`config.mk`:
```
export PLATFORM = sky130hd
export DESIGN_NAME = enc_8_3_drain
export DESIGN_NICKNAME = d
export VERILOG_FILES = /design/src/rtl/enc_8_3_drain.sv
export SDC_FILE = /design/constraint.sdc
export NUM_CORES = 1
export LEC_CHECK = 0
export CAP_MARGIN = 10
export CORE_MARGIN = 5
export CORE_UTILIZATION = 30
export DETAILED_ROUTE_END_ITERATION = 7
export MAX_ROUTING_LAYER = met4
export SLEW_MARGIN = 30
export SYNTH_ARGS = -nofsm -noshare
export SYNTH_HDL_FRONTEND = slang
export SYNTH_SLANG_ARGS = --single-unit
```
`constraint.sdc`:
```
create_clock -name clk -period 3.51 [get_ports clk]
set_clock_uncertainty 0.15 [all_clocks]
set_input_delay 0.351 -clock clk [delete_from_list [all_inputs] [get_ports clk]]
set_output_delay 0.351 -clock clk [all_outputs]
set_load 0.02 [all_outputs]
```
`src/rtl/enc_8_3_drain.sv`:
```
// Sequential 8-to-3 encoder: latches a multi-hot request vector and drains it
// as a stream of 3-bit indices in priority order, one per accepted transfer.
module enc_8_3_drain #(
  parameter bit PRIORITY_HIGH = 1'b1
) (
  input  logic       clk,
  input  logic       rst_n,
  input  logic       en,
  input  logic [7:0] a,
  output logic       in_ready,
  output logic [2:0] y,
  output logic       out_valid,
  input  logic       out_ready,
  output logic       last,
  output logic [3:0] cnt
);

  typedef enum logic {IDLE = 1'b0, DRAIN = 1'b1} state_t;

  state_t     state_reg, state_next;
  logic [7:0] pend_reg;
  logic [2:0] y_reg;
  logic       last_reg;
  logic [3:0] cnt_reg;
  logic [7:0] pend_clr;
  logic       load;
  logic       xfer;

  // Index of the bit that goes out first: highest or lowest set bit.
  function automatic logic [2:0] prio(input logic [7:0] v);
    logic [2:0] idx;
    idx = 3'd0;
    if (PRIORITY_HIGH) begin
      for (int i = 0; i < 8; i++)
        if (v[i]) idx = 3'(i);
    end else begin
      for (int i = 7; i >= 0; i--)
        if (v[i]) idx = 3'(i);
    end
    return idx;
  endfunction

  function automatic logic [3:0] popcount(input logic [7:0] v);
    logic [3:0] n;
    n = 4'd0;
    for (int i = 0; i < 8; i++)
      n = n + {3'd0, v[i]};
    return n;
  endfunction

  // Pending vector with the currently presented index removed.
  generate
    for (genvar gi = 0; gi < 8; gi++) begin : g_clr
      assign pend_clr[gi] = pend_reg[gi] & (y_reg != 3'(gi));
    end
  endgenerate

  assign load = (state_reg == IDLE) && en && (a != 8'd0);
  assign xfer = (state_reg == DRAIN) && out_ready;

  // State register.
  always_ff @(posedge clk) begin
    if (!rst_n) state_reg <= IDLE;
    else        state_reg <= state_next;
  end

  // Next state: leave IDLE on a nonzero load, return after the final transfer.
  always_comb begin
    state_next = state_reg;
    case (state_reg)
      IDLE:    if (load) state_next = DRAIN;
      DRAIN:   if (xfer && (pend_clr == 8'd0)) state_next = IDLE;
      default: state_next = IDLE;
    endcase
  end

  // Handshake outputs decoded straight from the state flop.
  always_comb begin
    in_ready  = (state_reg == IDLE);
    out_valid = (state_reg == DRAIN);
  end

  // Datapath: load the vector, then step to the next index on each transfer.
  // y is left untouched on the final transfer so it holds its last value.
  always_ff @(posedge clk) begin
    if (!rst_n) begin
      pend_reg <= 8'd0;
      y_reg    <= 3'd0;
      last_reg <= 1'b0;
      cnt_reg  <= 4'd0;
    end else if (load) begin
      pend_reg <= a;
      y_reg    <= prio(a);
      last_reg <= (popcount(a) == 4'd1);
      cnt_reg  <= popcount(a);
    end else if (xfer) begin
      if (pend_clr != 8'd0) begin
        pend_reg <= pend_clr;
        y_reg    <= prio(pend_clr);
        last_reg <= (popcount(pend_clr) == 4'd1);
        cnt_reg  <= cnt_reg - 4'd1;
      end else begin
        pend_reg <= 8'd0;
        last_reg <= 1'b0;
        cnt_reg  <= 4'd0;
      end
    end
  end

  assign y    = y_reg;
  assign last = last_reg;
  assign cnt  = cnt_reg;

endmodule
```
==> results.cfg, run 1 <==
[global_routing]
grt_start_max_net_pins = 21
antenna_found_initial = 0
grt_pass1_wl_um = 6520
track_usage_pct = 12.8
grt_pass1_vias = 1397
grt-ovfl-total = 0

[logic_synthesis]
yosysSeqAreaShare_pct = 21.9
yosysMostFrequentCell = inv_1
async_flop_share_pct = 0
syn_area_per_cell_um2 = 8.39
netlist-cell-type-count = 47
synth_top_area_share_pct = 21.9
synth_top_area_cell = dfxtp_1
synth_common_cells = inv_1, dfxtp_1, a21oi_1
synth.top_cells.by_area = dfxtp_1, fa_1, ha_1, inv_1, a21oi_1
synth_ff_type = dfxtp_1
synth.net_count = 214
synth_edf_count = 0
ys_warn_count = 0
synth-seq-cells = 17
netlist_instances = 185
synthesis.area_um2 = 1550

[place]
placed_cell_area_um2 = 2020
place_ws_ps = -304
dpl.hpwl_um = 3160
port_buffers = 21
dp_cells = 290
gp_congestion = 0.850

[timing]
setup_viol = 1
max_freq_mhz = 282
period_needed_ps = 3540
relSlewSlack_pct = 52.9
timing.final.hold_violations = 0
fin_ws_ps = -32.5
worst_slew_pin_slew_ps = 703
grt_setup_unrepaired = yes
fin_hold_ws_ps = 379
period_share_pct = 101
slew_viol_final = 0

[drt]
firstDrtPassIters = 4
drcViolationCount = 0
num_vias = 1438
routedWlPerCell_um = 13.1
drtIter0Drc = 56
vias_per_cell = 4.89
wirelength_um = 3870
ant_nets = 0

[floorplanning]
die_h_um = 81.9
die-area_um2 = 6710
start_util_pct = 30.6
pin_count = 22
die-width_um = 81.9
rows = 26
core_area_um2 = 5070

[critical_path]
startpoint_type = register
crit_slowest_cell = fa_1
cp_top_family = adder cells
critPathArrivalTime_ps = 3580
critPathRequiredTime_ps = 3550
path_max_fanout = 2
crit_chain = o31a_1 -> fa_1 -> inv_1 -> fa_1 -> fa_1 -> inv_1 -> ha_1 -> inv_1 -> fa_2 -> a211oi_2 -> mux2_4 -> nand4_1 -> a21oi_1
worstSetupEndpointType = register
max_stage_delay_ps = 540
path_buf_inv = 3
path_class = register to register

[power_and_ir_drop]
total_power_mw = 0.802
max-vdd-ir-drop_uv = 182
p_per_area_nw_per_um2 = 386
power.static_leakage_nw = 0.850

[cts]
clkTransAtPathRegs_ps = 60
cts_tree = yes
cts_buffers = 3
cts.sinks = 17
hold_buffers = 0
cts_root_buffer = clkbuf_8
clock_path_buffers = 2
clk_latency_ps = 250
htree_levels = 1

[finish]
largest_reg_flops = 8
layout-area-overhead-vs-synth_pct = 33.8
fin_area_um2 = 2080
n_antenna_cell = 0
fin_nets = 254
layout-drive-gt1-share_pct = 22.3
fin_cells = 294

[run_status]
outcome = finished with violations
violations = negative setup slack

[worst_hold_path]
min_path_type = input port to register

[run]
cap_violations = 0
[stage by stage]
step,utilization (%),TNS [ps]
6_report,41.0,-32.5
5_1_grt,41.0,-187
4_1_cts,40.6,-93.8
3_5_place_dp,39.7,-565
3_3_place_gp,39.7,-512
2_1_floorplan,-,-72.7
[cells in the final DEF (no fill, tap or decap), types with 3 or more instances in the layout]
cell	count
inv_1	25
buf_4	22
clkdlybuf4s50_1	18
a21oi_1	14
dfxtp_1	14
o21ai_0	13
nand2_1	11
ha_1	8
nor2_1	6
fa_1	6
o21ai_1	5
a31oi_1	5
nor3_1	5
nand2b_1	4
a21boi_1	4
nand3_1	4
a221oi_2	4
mux2_2	3
clkbuf_8	3
dlymetal6s2s_1	3
[kinds of logic (layout without fill, tap and decap cells)]
family | count (synthesis) | after routing | share of synthesized area, %
muxes | 5 | 5 | 3.63
adders and majority gates | 17 | 17 | 17.6
xor gates and xnor gates | 2 | 2 | 1.13
buffers and inverters | 35 | 74 | 9.19
AOI/OAI and AO/OA | 64 | 64 | 31.6
and+or+nand+nor | 45 | 45 | 15.0
DFF | 17 | 17 | 21.9
[path summary, 6_finish.rpt]
check / from / to / slack [ps] / depth (start not counted)
worst max-delay path: y[2]$_SDFFE_PN0P_ / last$_SDFFE_PN0P_ / -30 / 13
worst min-delay path: a[3] / pend_reg[3]$_SDFFE_PN0P_ / 380 / 4
worst max register to register: y[2]$_SDFFE_PN0P_ / last$_SDFFE_PN0P_ / -30 / 13
worst min register to register: last$_SDFFE_PN0P_ / last$_SDFFE_PN0P_ / 390 / 2
[area by class of cell]
cell class / count / area (um^2)
fill: 535 / 3000
multi-input combinational: 133 / 1110
timing repair buffer: 43 / 383
sequential: 17 / 349
inverter: 27 / 105
tap: 70 / 87.6
clock buffer: 4 / 45.0
[power breakdown]
part	total, mW	switching [mW]	internal [mW]
clock network	0.145	0.0647	0.0805
registers	0.242	0.0248	0.217
logic	0.415	0.218	0.197
total	0.802	0.308	0.495
[metal layers]
layer / track usage, % / up-vias / routed length, um
met5: - / - / 0
li1: - / 741 / -
met3: 0.768 / 4 / 165
met2: 21.1 / 30 / 1830
met4: 4.65 / 0 / 48
met1: 16.4 / 663 / 1830
[tightest hold or removal path, stage by stage]
cell and delay [ps]:
dlymetal6s2s_1 140, buf_4 150, nand2_1 50, a21boi_1 50
[repair_timing]
item                                    in CTS  in global routing
gates resized for setup                      0                  6
endpoints found under the setup margin       1                  2
gates cloned                                 0                  0
setup buffers                                0                  0
pin swaps                                    3                  3
(Power assumes the default switching activity.)
==> inputs of run 2 (changes only) <==
ABC_AREA = 1   (was not set)
==> run 2 against run 1 <==
  * The flow still finishes with violations (negative setup slack)
  * Sequential power shrank 4%
  * Die area shrank 3.4%
  * Combinational power shrank 17%
  * Synthesized cell count grew 14%
  * Synthesized area shrank 3.9%
  * Sequential cell count is the same
  * First-iteration DRC count shrank 13%
  * Count of clock-buffer cells in the layout is the same
  * Via count shrank 0.21%
==> results.cfg, run 2 <==
[timing]
period_needed_ps = 3550
fin_ws_ps = -36.4
fin_hold_ws_ps = 344
relSlewSlack_pct = 65.6
worst_slew_pin_slew_ps = 515
slew_viol_final = 0
max_freq_mhz = 282
timing.final.hold_violations = 0
fin_tns_setup_ps = -36.4
grt_setup_unrepaired = yes
setup_viol = 1
period_share_pct = 101

[logic_synthesis]
netlist-cell-type-count = 30
synth_top_area_share_pct = 22.8
ys_warn_count = 0
syn_area_per_cell_um2 = 7.07
synth_edf_count = 0
synth-seq-cells = 17
synthesis.area_um2 = 1490
synth_ff_type = dfxtp_1
yosysMostFrequentCell = nand2_1
synth.top_cells.by_area = dfxtp_1, nand2_1, fa_1, inv_1, ha_1
synth.net_count = 240
netlist_instances = 211
async_flop_share_pct = 0
synth_common_cells = nand2_1, inv_1, nor2_1
yosysSeqAreaShare_pct = 22.8
synth_top_area_cell = dfxtp_1

[cts]
cts_buffers = 3
clk_latency_ps = 250
clock_path_buffers = 2
cts.sinks = 17
cts_tree = yes
clkTransAtPathRegs_ps = 70
hold_buffers = 0
post_cts_buffers = 0
htree_levels = 1
cts_root_buffer = clkbuf_8

[critical_path]
critPathRequiredTime_ps = 3550
worstSetupEndpointType = register
critPathArrivalTime_ps = 3590
startpoint_type = register
crit_slowest_cell = fa_1
r2r-start = y[1]$_SDFFE_PN0P_
reg2reg_depth = 16
setup.worst_path.start = y[1]$_SDFFE_PN0P_
crit_chain = nor2_4 -> nand2_1 -> nand2_2 -> inv_1 -> fa_1 -> inv_1 -> fa_1 -> fa_1 -> inv_1 -> ha_1 -> inv_1 -> fa_1 -> nand2_1 -> a21oi_1 -> nand4_1 -> a21oi_2
path_max_fanout = 5
max_stage_delay_ps = 530
path_class = register to register

[place]
dp_cells = 308
gp_congestion = 0.856
port_buffers = 21
dpl.hpwl_um = 2990
placed_cell_area_um2 = 1850
place_ws_ps = -287

[finish]
fin_nets = 275
fin_area_um2 = 1920
largest_reg_flops = 8
postLayoutCoreUtil_pct = 40.0
fin_cells = 312
final_cell_mix = nand2_1, inv_1, clkdlybuf4s50_1
layout-drive-gt1-share_pct = 15.9
mostFrequentLayoutCell = nand2_1
n_antenna_cell = 0
layout-area-overhead-vs-synth_pct = 28.3

[run_status]
outcome = finished with violations
violations = negative setup slack

[power_and_ir_drop]
p_sw_mw = 0.279
power_frac_seq_pct = 32.1
max-vdd-ir-drop_uv = 143
p_sw_share_pct = 38.5
combPwrFrac_pct = 47.3
p_per_area_nw_per_um2 = 379
internal_power_mw = 0.447
total_power_mw = 0.726
power.static_leakage_nw = 0.922
clkPwrFrac_pct = 20.6

[floorplanning]
die_h_um = 80.5
start_util_pct = 31.2
core_area_um2 = 4790
die-area_um2 = 6490
pin_count = 22
rows = 25
die-width_um = 80.5

[global_routing]
grt_pass1_vias = 1370
grt_start_max_net_pins = 21
grt-ovfl-total = 0
antenna_found_initial = 0
track_usage_pct = 13.3
grt_pass1_wl_um = 6400

[drt]
drcViolationCount = 0
ant_nets = 0
firstDrtPassIters = 4
drtIter0Drc = 49
num_vias = 1435
wirelength_um = 3670
vias_per_cell = 4.60
routedWlPerCell_um = 11.8

[run]
cap_violations = 0

[worst_hold_path]
hold_start = pend_reg[1]$_SDFFE_PN0P_
min_path_type = register to register
hold_depth = 2
-- run 2: cell types whose count changed in the layout (fill, tap and decap cells not counted), moves of 5 or more --
cell,delta
o21ai_1,-5
o21ai_0,-7
inv_1,+10
nor2_1,+12
nand2_1,+34
nand3_1,+13
nand2_2,+9
a21oi_1,-6
buf_4,-9
-- run 2: path summary, 6_finish.rpt --
check | endpoint | slack (ps)
max | last$_SDFFE_PN0P_ | -40
min | pend_reg[1]$_SDFFE_PN0P_ | 340
max reg2reg | last$_SDFFE_PN0P_ | -40
min reg2reg | pend_reg[1]$_SDFFE_PN0P_ | 340
-- run 2: repair_timing --
action,4_1_cts,5_1_grt
gates resized for setup,2,6
setup endpoints to repair,1,2
pin swaps,3,3
-- run 2: layout make-up --
cell class / count / area, um^2
sequential: 17 / 345
clock buffer: 4 / 45.0
fill: 511 / 2870
tap: 67 / 83.8
multi-input combinational: 153 / 991
timing repair buffer: 34 / 310
inverter: 37 / 140
-- run 2: logic make-up (layout without fill, tap and decap cells) --
logic type / Yosys count / in the layout / share of synthesized area (%)
xor+xnor: 3 / 3 / 1.76
buf+inv: 41 / 75 / 11.7
simple gates: 104 / 104 / 33.3
flops: 17 / 17 / 22.8
fa+ha+maj: 17 / 17 / 18.3
compound gates: 29 / 29 / 12.2
-- run 2: per-layer routing --
layer  GRT usage (%)  wire [um]  up-vias
met3            2.24        145        7
met4            7.60        103        0
li1                -          -      747
met1            16.5       1820      650
met2            20.4       1600       31
met5               -          0        -
-- run 2: worst max-delay path: cells and delay by family, from the launching register on --
family          cells  cell delay [ps]
compound gates      2              250
fa+ha+maj           5             2040
buf+inv             4              220
flops               1              370
simple gates        5              460
-- run 2: power by group through the flow --
stage                     Sequential (mW)  Clock (mW)  Combinational (mW)
final                               0.233       0.149               0.343
after global routing                0.236       0.164               0.391
after CTS                           0.232       0.155               0.344
after detailed placement            0.235           0               0.342
after global placement              0.234           0               0.338
after floorplan                     0.251           0               0.215
==> inputs of run 3 (changes only) <==
CORE_MARGIN = 10   (was 5)
SLEW_MARGIN = 20   (was 30)
clock period = 3.2 ns   (was 3.51 ns; I/O delays follow)
==> run 3 against run 2 <==
  * The flow still finishes with violations (negative setup slack)
  * Cell count increased by 11%
  * Power increased by 23%
  * Die area increased by 26%
  * Critical endpoint unchanged
==> results.cfg, run 3 (synthesis results as in run 2) <==
[timing]
worst_slew_pin_slew_ps = 549
max_freq_mhz = 284
fin_ws_ps = -320
relSlewSlack_pct = 63.4
grt_setup_unrepaired = yes
period_share_pct = 110
setup_viol = 1
timing.final.hold_violations = 0
period_needed_ps = 3520
slew_viol_final = 0

[cts]
htree_levels = 1
hold_buffers = 0
cts_tree = yes
cts.sinks = 17
cts_buffers = 3
clock_path_buffers = 2
clk_latency_ps = 260
clkTransAtPathRegs_ps = 70
cts_root_buffer = clkbuf_8

[drt]
wirelength_um = 4480
routedWlPerCell_um = 12.9
num_vias = 1581
vias_per_cell = 4.56
ant_nets = 0
drtIter0Drc = 82
drcViolationCount = 0
firstDrtPassIters = 4

[finish]
largest_reg_flops = 8
layout-area-overhead-vs-synth_pct = 49.0
n_antenna_cell = 0
layout-drive-gt1-share_pct = 35.0
fin_cells = 347
n_fill_cell = 491
fin_nets = 310
final_cell_mix = buf_4, nand2_1, inv_1
fin_area_um2 = 2220
mostFrequentLayoutCell = buf_4

[critical_path]
critPathArrivalTime_ps = 3560
critPathRequiredTime_ps = 3250
path_class = register to register
worstSetupEndpointType = register
path_max_fanout = 4
startpoint_type = register

[floorplanning]
die_h_um = 90.5
core_area_um2 = 4790
start_util_pct = 31.2
rows = 25
pin_count = 22
die-width_um = 90.5
die-area_um2 = 8200

[place]
placed_cell_area_um2 = 1900
dpl.hpwl_um = 3080
port_buffers = 21
gp_congestion = 0.869
place_ws_ps = -545
dp_cells = 313

[global_routing]
track_usage_pct = 11.6
grt_pass1_vias = 1669
grt_pass1_wl_um = 7760
grt_start_max_net_pins = 21
antenna_found_initial = 0
grt-ovfl-total = 0

[power_and_ir_drop]
power.static_leakage_nw = 1.06
total_power_mw = 0.895
p_per_area_nw_per_um2 = 402
max-vdd-ir-drop_uv = 187

[run_status]
violations = negative setup slack
outcome = finished with violations

[run]
cap_violations = 0

[worst_hold_path]
min_path_type = input port to register
run 3: cell types whose count changed in the layout (fill, tap and decap cells not counted), sizes merged:
| cell | delta |
|---|---|
| clkdlybuf4s50 | -2 |
| buf | +35 |
| clkbuf | +3 |
| dlymetal6s2s | -1 |
run 3: power breakdown:
group	internal [mW]	total (mW)	leakage, nW	switching, mW
Sequential	0.235	0.258	0.142	0.0227
Combinational	0.225	0.467	0.900	0.242
Clock	0.0886	0.169	0.0228	0.0806
Total	0.549	0.895	1.06	0.345
run 3: worst max-delay path, stage by stage (launching register included):
cell	delay, ps
dfxtp_4	370
nor2_4	120
nand2_2	70
nand2_2	80
inv_2	40
fa_1	510
inv_2	50
fa_1	490
fa_1	400
inv_1	60
ha_2	180
inv_2	40
fa_1	470
nand2_1	60
a21oi_2	100
nand4_1	120
a21oi_2	140
run 3: final timing paths:
kind                            cells past startpoint                       end  slack (ps)                startpoint
worst max-delay path                               16         last$_SDFFE_PN0P_        -320         y[0]$_SDFFE_PN0P_
worst min-delay path                                4  pend_reg[0]$_SDFFE_PN0P_         320                      a[0]
worst max register to register                     16         last$_SDFFE_PN0P_        -320         y[0]$_SDFFE_PN0P_
worst min register to register                      2  pend_reg[0]$_SDFFE_PN0P_         370  pend_reg[0]$_SDFFE_PN0P_
run 3: final cells by class:
class	count	area, um^2	area share, %
sequential	17	349	15.7
multi-input combinational	153	1040	46.9
timing repair buffer	69	559	25.1
inverter	37	145	6.52
tap	67	83.8	3.77
clock buffer	4	45.0	2.02
run 3: per-layer routing:
layer | GRT usage, % | part of all wire, % | routed length [um] | vias to the layer above
met5 | - | 0 | 0 | -
met2 | 18.4 | 46 | 2060 | 37
li1 | - | - | - | 813
met4 | 6.50 | 3.9 | 173 | 0
met1 | 13.7 | 47 | 2120 | 716
met3 | 1.41 | 2.7 | 120 | 15
run 3: through the flow:
step,hold slack (ps),util (%),TNS [ps]
2_1_floorplan,313,-,-204
3_3_place_gp,326,39.6,-1280
3_5_place_dp,336,39.6,-1430
4_1_cts,360,46.5,-364
5_1_grt,360,46.5,-484
6_report,318,46.5,-320
run 3: timing repair:
action	CTS	global route
endpoints found under the setup margin	3	11
buffers inserted	35	5
pin swaps	9	12
gates resized for setup	23	14
==> RTL edit 1, RTL diff (settings of run 1) <==
The parameter `PRIORITY_HIGH` goes from 1'b1 to 1'b0.
--- a/src/rtl/enc_8_3_drain.sv
+++ b/src/rtl/enc_8_3_drain.sv
@@ -2,5 +2,5 @@
 // as a stream of 3-bit indices in priority order, one per accepted transfer.
 module enc_8_3_drain #(
-  parameter bit PRIORITY_HIGH = 1'b1
+  parameter bit PRIORITY_HIGH = 1'b0
 ) (
   input  logic       clk,
Behaviour: not the same (Yosys sat finds a counterexample within 4 cycles, from zero or initial values and one cycle with rst_n low).
==> RTL edit 1 against run 1 <==
  * The run still ends with setup timing left
  * Power shrank 6.1%
  * Sequential cell count unchanged
  * Worst setup slack got worse by 0.092 ns
  * Final cell count rose by 5.1%
  * Combinational power fell by 11%
  * Area after synthesis rose by 1.7%
  * Via count rose by 5.4%
  * Routed wire length is 6.3% higher
  * Cell area increased by 3.6%
  * Global-route usage increased by 0.45 points
  * Highest routed layer unchanged
==> RTL edit 1: results (changes against run 1) <==
metric,value,unit,change
status,finished with violations,,
failing checks,setup timing,,
Compound-Gate Fraction of Synth Area,29.5,%,-2.1 points
Worst Max-Slew Pin Slew,0.648,ns,-0.0546 ns
multiplexer share of the synthesized area,3.41,%,-0.22 points
Peak VDD IR,208,uV,+14%
met2 usage,22.0,%,+0.95 points
final setup margin,-0.124,ns,-0.0916 ns
aggregate global-route resource usage,13.2,%,+0.45 points
Worst Hold Path EP,pend_reg[4]$_SDFFE_PN0P_,,
leakage,0.928,nW,+9.2%
Post-synth top cells,"inv_1 (25), dfxtp_1 (17), a21oi_1 (16)",,
Hold Path Depth,2,,-2
"Seq/Total Area, Yosys",21.6,%,-0.36 points
met3 Use GR,1.52,%,+0.75 points
endpoints failing setup,1,,unchanged
HPWL Detailed,3.26,mm,+3.2%
Vias/cell,4.91,,+0.31%
Post-Synth Adder-Cell Area,17.3,%,-0.29 points
post-synthesis net count,226,,+5.6%
Sw Share,37.7,%,-0.63 points
layout cells sized above 1,22.6,%,+0.27 points
Filler cells,533,,-0.37%
Post-Synth XOR/XNOR Area,1.11,%,-0.019 points
clock network power,150,uW,+3%
Hold Crit Class,flop to flop,,
CP arrival,3.64,ns,+0.06 ns
# placed instances,300,,+3.4%
Synth cell types,53,,+13%
## RTL edit 1: final cells by class
type / instances / area, um2 / area share [%]
Clock buffer: 3 / 41.3 / 1.92
Clock inverter: 1 / 5.00 / 0.233
Inverter: 25 / 93.8 / 4.36
Multi-Input combinational cell: 146 / 1160 / 54.1
Sequential cell: 17 / 349 / 16.2
Tap cell: 70 / 87.6 / 4.07
Timing Repair Buffer: 47 / 410 / 19.1
## RTL edit 1: critical path: cells and delay by family, from the launching register on
kind                     cells  cell delay (ns)
adder cells (fa/ha/maj)      5             1.91
flip-flops                   1             0.37
AO/OA/AOI/OAI                2             0.31
AND/OR/NAND/NOR              2             0.29
multiplexers                 1             0.29
buffers and inverters        4             0.23
## RTL edit 1: what timing repair did
action | in CTS | in global routing
hold endpoints to repair | 0 | 0
setup buffers | 5 | 0
pin swaps | 1 | 4
gates resized for setup | 7 | 5
setup endpoints to repair | 1 | 2
==> RTL edit 2, RTL diff (config.mk and constraints of run 1) <==
Made on the original files. Reset style: asynchronous (`rst_n`), changed in 2 clocked blocks.
--- a/src/rtl/enc_8_3_drain.sv
+++ b/src/rtl/enc_8_3_drain.sv
@@ -60,5 +60,5 @@
 
   // State register.
-  always_ff @(posedge clk) begin
+  always_ff @(posedge clk or negedge rst_n) begin
     if (!rst_n) state_reg <= IDLE;
     else        state_reg <= state_next;
@@ -83,5 +83,5 @@
   // Datapath: load the vector, then step to the next index on each transfer.
   // y is left untouched on the final transfer so it holds its last value.
-  always_ff @(posedge clk) begin
+  always_ff @(posedge clk or negedge rst_n) begin
     if (!rst_n) begin
       pend_reg <= 8'd0;
Function: differs if rst_n is asserted again (counterexample within 4 cycles, from zero or initial values and one cycle with rst_n low); with rst_n held inactive, the same outputs for 10 cycles.
==> RTL edit 2 against run 1 <==
  * The flow still finishes with violations (setup timing)
  * Synthesized cell count is 0.54% lower
  * Routed wire length is 7.5% higher
  * Area after synthesis is 0.56% higher
  * Highest routed layer unchanged
  * Cell area is 0.60% lower
  * Worst setup slack worse by 0.38 ns
  * Sequential cell count stayed put
  * Critical path depth stayed put
  * Die area is 0.49% higher
  * Critical path type unchanged
  * Sequential share of layout area is 4.0 points higher
Power is not compared: it rests on default switching activity, and its combinational part moved more than twofold at a synthesized area within 25%.
==> RTL edit 2: results (changes against run 1) <==
metric,value,unit,change
vias in the first global route,1454,,+4.1%
Iter 0 DRT Violations,74,,+32%
Vias/cell,5.09,,+4.1%
layout cells sized above 1,20.5,%,-1.8 points
metal2 WL,1.96,mm,+7.6%
aggregate global-route resource usage,14.0,%,+1.2 points
HPWL Detailed,3.19,mm,+0.74%
nets,249,,-2.0%
endpoints failing setup,1,,unchanged
met3 Use GR,2.28,%,+1.5 points
bufs w/o clock,41,,-4.7%
final setup margin,-0.409,ns,-0.377 ns
Worst Max-Slew Pin Slew,0.836,ns,+0.133 ns
Post-synth ARST share,100,%,+100 points
multiplexer share of the synthesized area,2.16,%,-1.5 points
Crit path max-delay family,adder cells,,
Hold Crit Class,input pin to async pin,,
clk tree area frac,2.18,%,+0.013 points
reg2reg start,y[1]$_DFFE_PN0P_,,
failing checks,setup timing,,
placer congestion estimate,0.852,,+0.19%
CP arrival,3.97,ns,+0.39 ns
met2 usage,21.5,%,+0.40 points
Post-Synth Adder-Cell Area,17.5,%,-0.099 points
Setup crit start,y[1]$_DFFE_PN0P_,,
Inverters,25,,-7.4%
Filler cells,518,,-3.2%
Compound-Gate Fraction of Synth Area,26.3,%,-5.3 points
worst-path maximum fanout,3,,+1
post-synthesis net count,213,,-0.47%
Final Non-Filler Cells,289,,-1.7%
Routed WL,4.16,mm,+7.5%
reg2reg end,last$_DFFE_PN0P_,,
status,finished with violations,,
Hold Slack,0.413,ns,+0.0344 ns
Metal-1 WL,2.00,mm,+9.5%
Seq/total area,20.8,%,+4.0 points
first-pass GRT wire length,7.02,mm,+7.7%
"Top FF cell, synth",dfrtp_1,,
Mean Syn Cell Area,8.49,um2,+1.1%
largest net degree at the start of global routing,20,,-4.8%
comb_multi_in,132,,-0.75%
signal buffers share of area,17.4,%,-0.98 points
Synth cell types,44,,-6.4%
# placed instances,283,,-2.4%
M1 GR Usage,19.0,%,+2.5 points
ranking of synthesized cells by area,"dfrtp_1 (27%), fa_1 (10%), ha_1 (7.2%)",,
Post-synth top cells,"inv_1 (25), a21oi_1 (19), dfrtp_1 (17)",,
## RTL edit 2: cell count changes after synthesis, sizes merged, moves of 3 or more
cell | run 1 | this run
a21o | 0 | 3
a21oi | 14 | 20
a221oi | 4 | 0
dfrtp | 0 | 17
dfxtp | 17 | 0
o21ai | 18 | 10
or3 | 1 | 4
## RTL edit 2: cell families after synthesis
kind of cell | after synthesis
xor+xnor | 1
buf+inv | 35
simple gates | 49
fa+ha+maj | 17
compound gates | 62
flops | 17
mux | 3
## RTL edit 2: power by group
part | switching, mW | internal, mW
sequential | 0.102 | 0.294
combinational | 0.826 | 0.771
clock | 0.0799 | 0.0809
total | 1.01 | 1.15
## RTL edit 2: how the worst min path moves through the flow
stage                         endpoint                 from
2_1_floorplan       cnt[0]$_DFFE_PN0P_                rst_n
3_3_place_gp       out_valid$_DFF_PN0_  out_valid$_DFF_PN0_
3_5_place_dp       out_valid$_DFF_PN0_  out_valid$_DFF_PN0_
4_1_cts             cnt[3]$_DFFE_PN0P_   cnt[3]$_DFFE_PN0P_
5_1_grt            out_valid$_DFF_PN0_  out_valid$_DFF_PN0_
6_report       pend_reg[1]$_DFFE_PN0P_                rst_n
## RTL edit 2: repair_timing
action,4_1_cts,5_1_grt
pin swaps,2,3
gates resized for setup,1,6
buffers inserted,2,0
setup endpoints to repair,1,2
## RTL edit 2: metrics by stage
stage | worst slack [ns] | power (mW) | utilization, % | setup TNS, ns | instance area, um2
global placement | -0.444 | 1.83 | 39.0 | -0.729 | 1980
detailed placement | -0.544 | 1.86 | 39.0 | -0.841 | 1980
finish | -0.409 | 2.15 | 40.7 | -0.409 | 2070
global route | -0.535 | 2.37 | 40.7 | -0.535 | 2070
CTS | -0.502 | 2.05 | 40.2 | -0.502 | 2040
floorplan | -0.554 | 1.41 | - | -0.554 | 1620
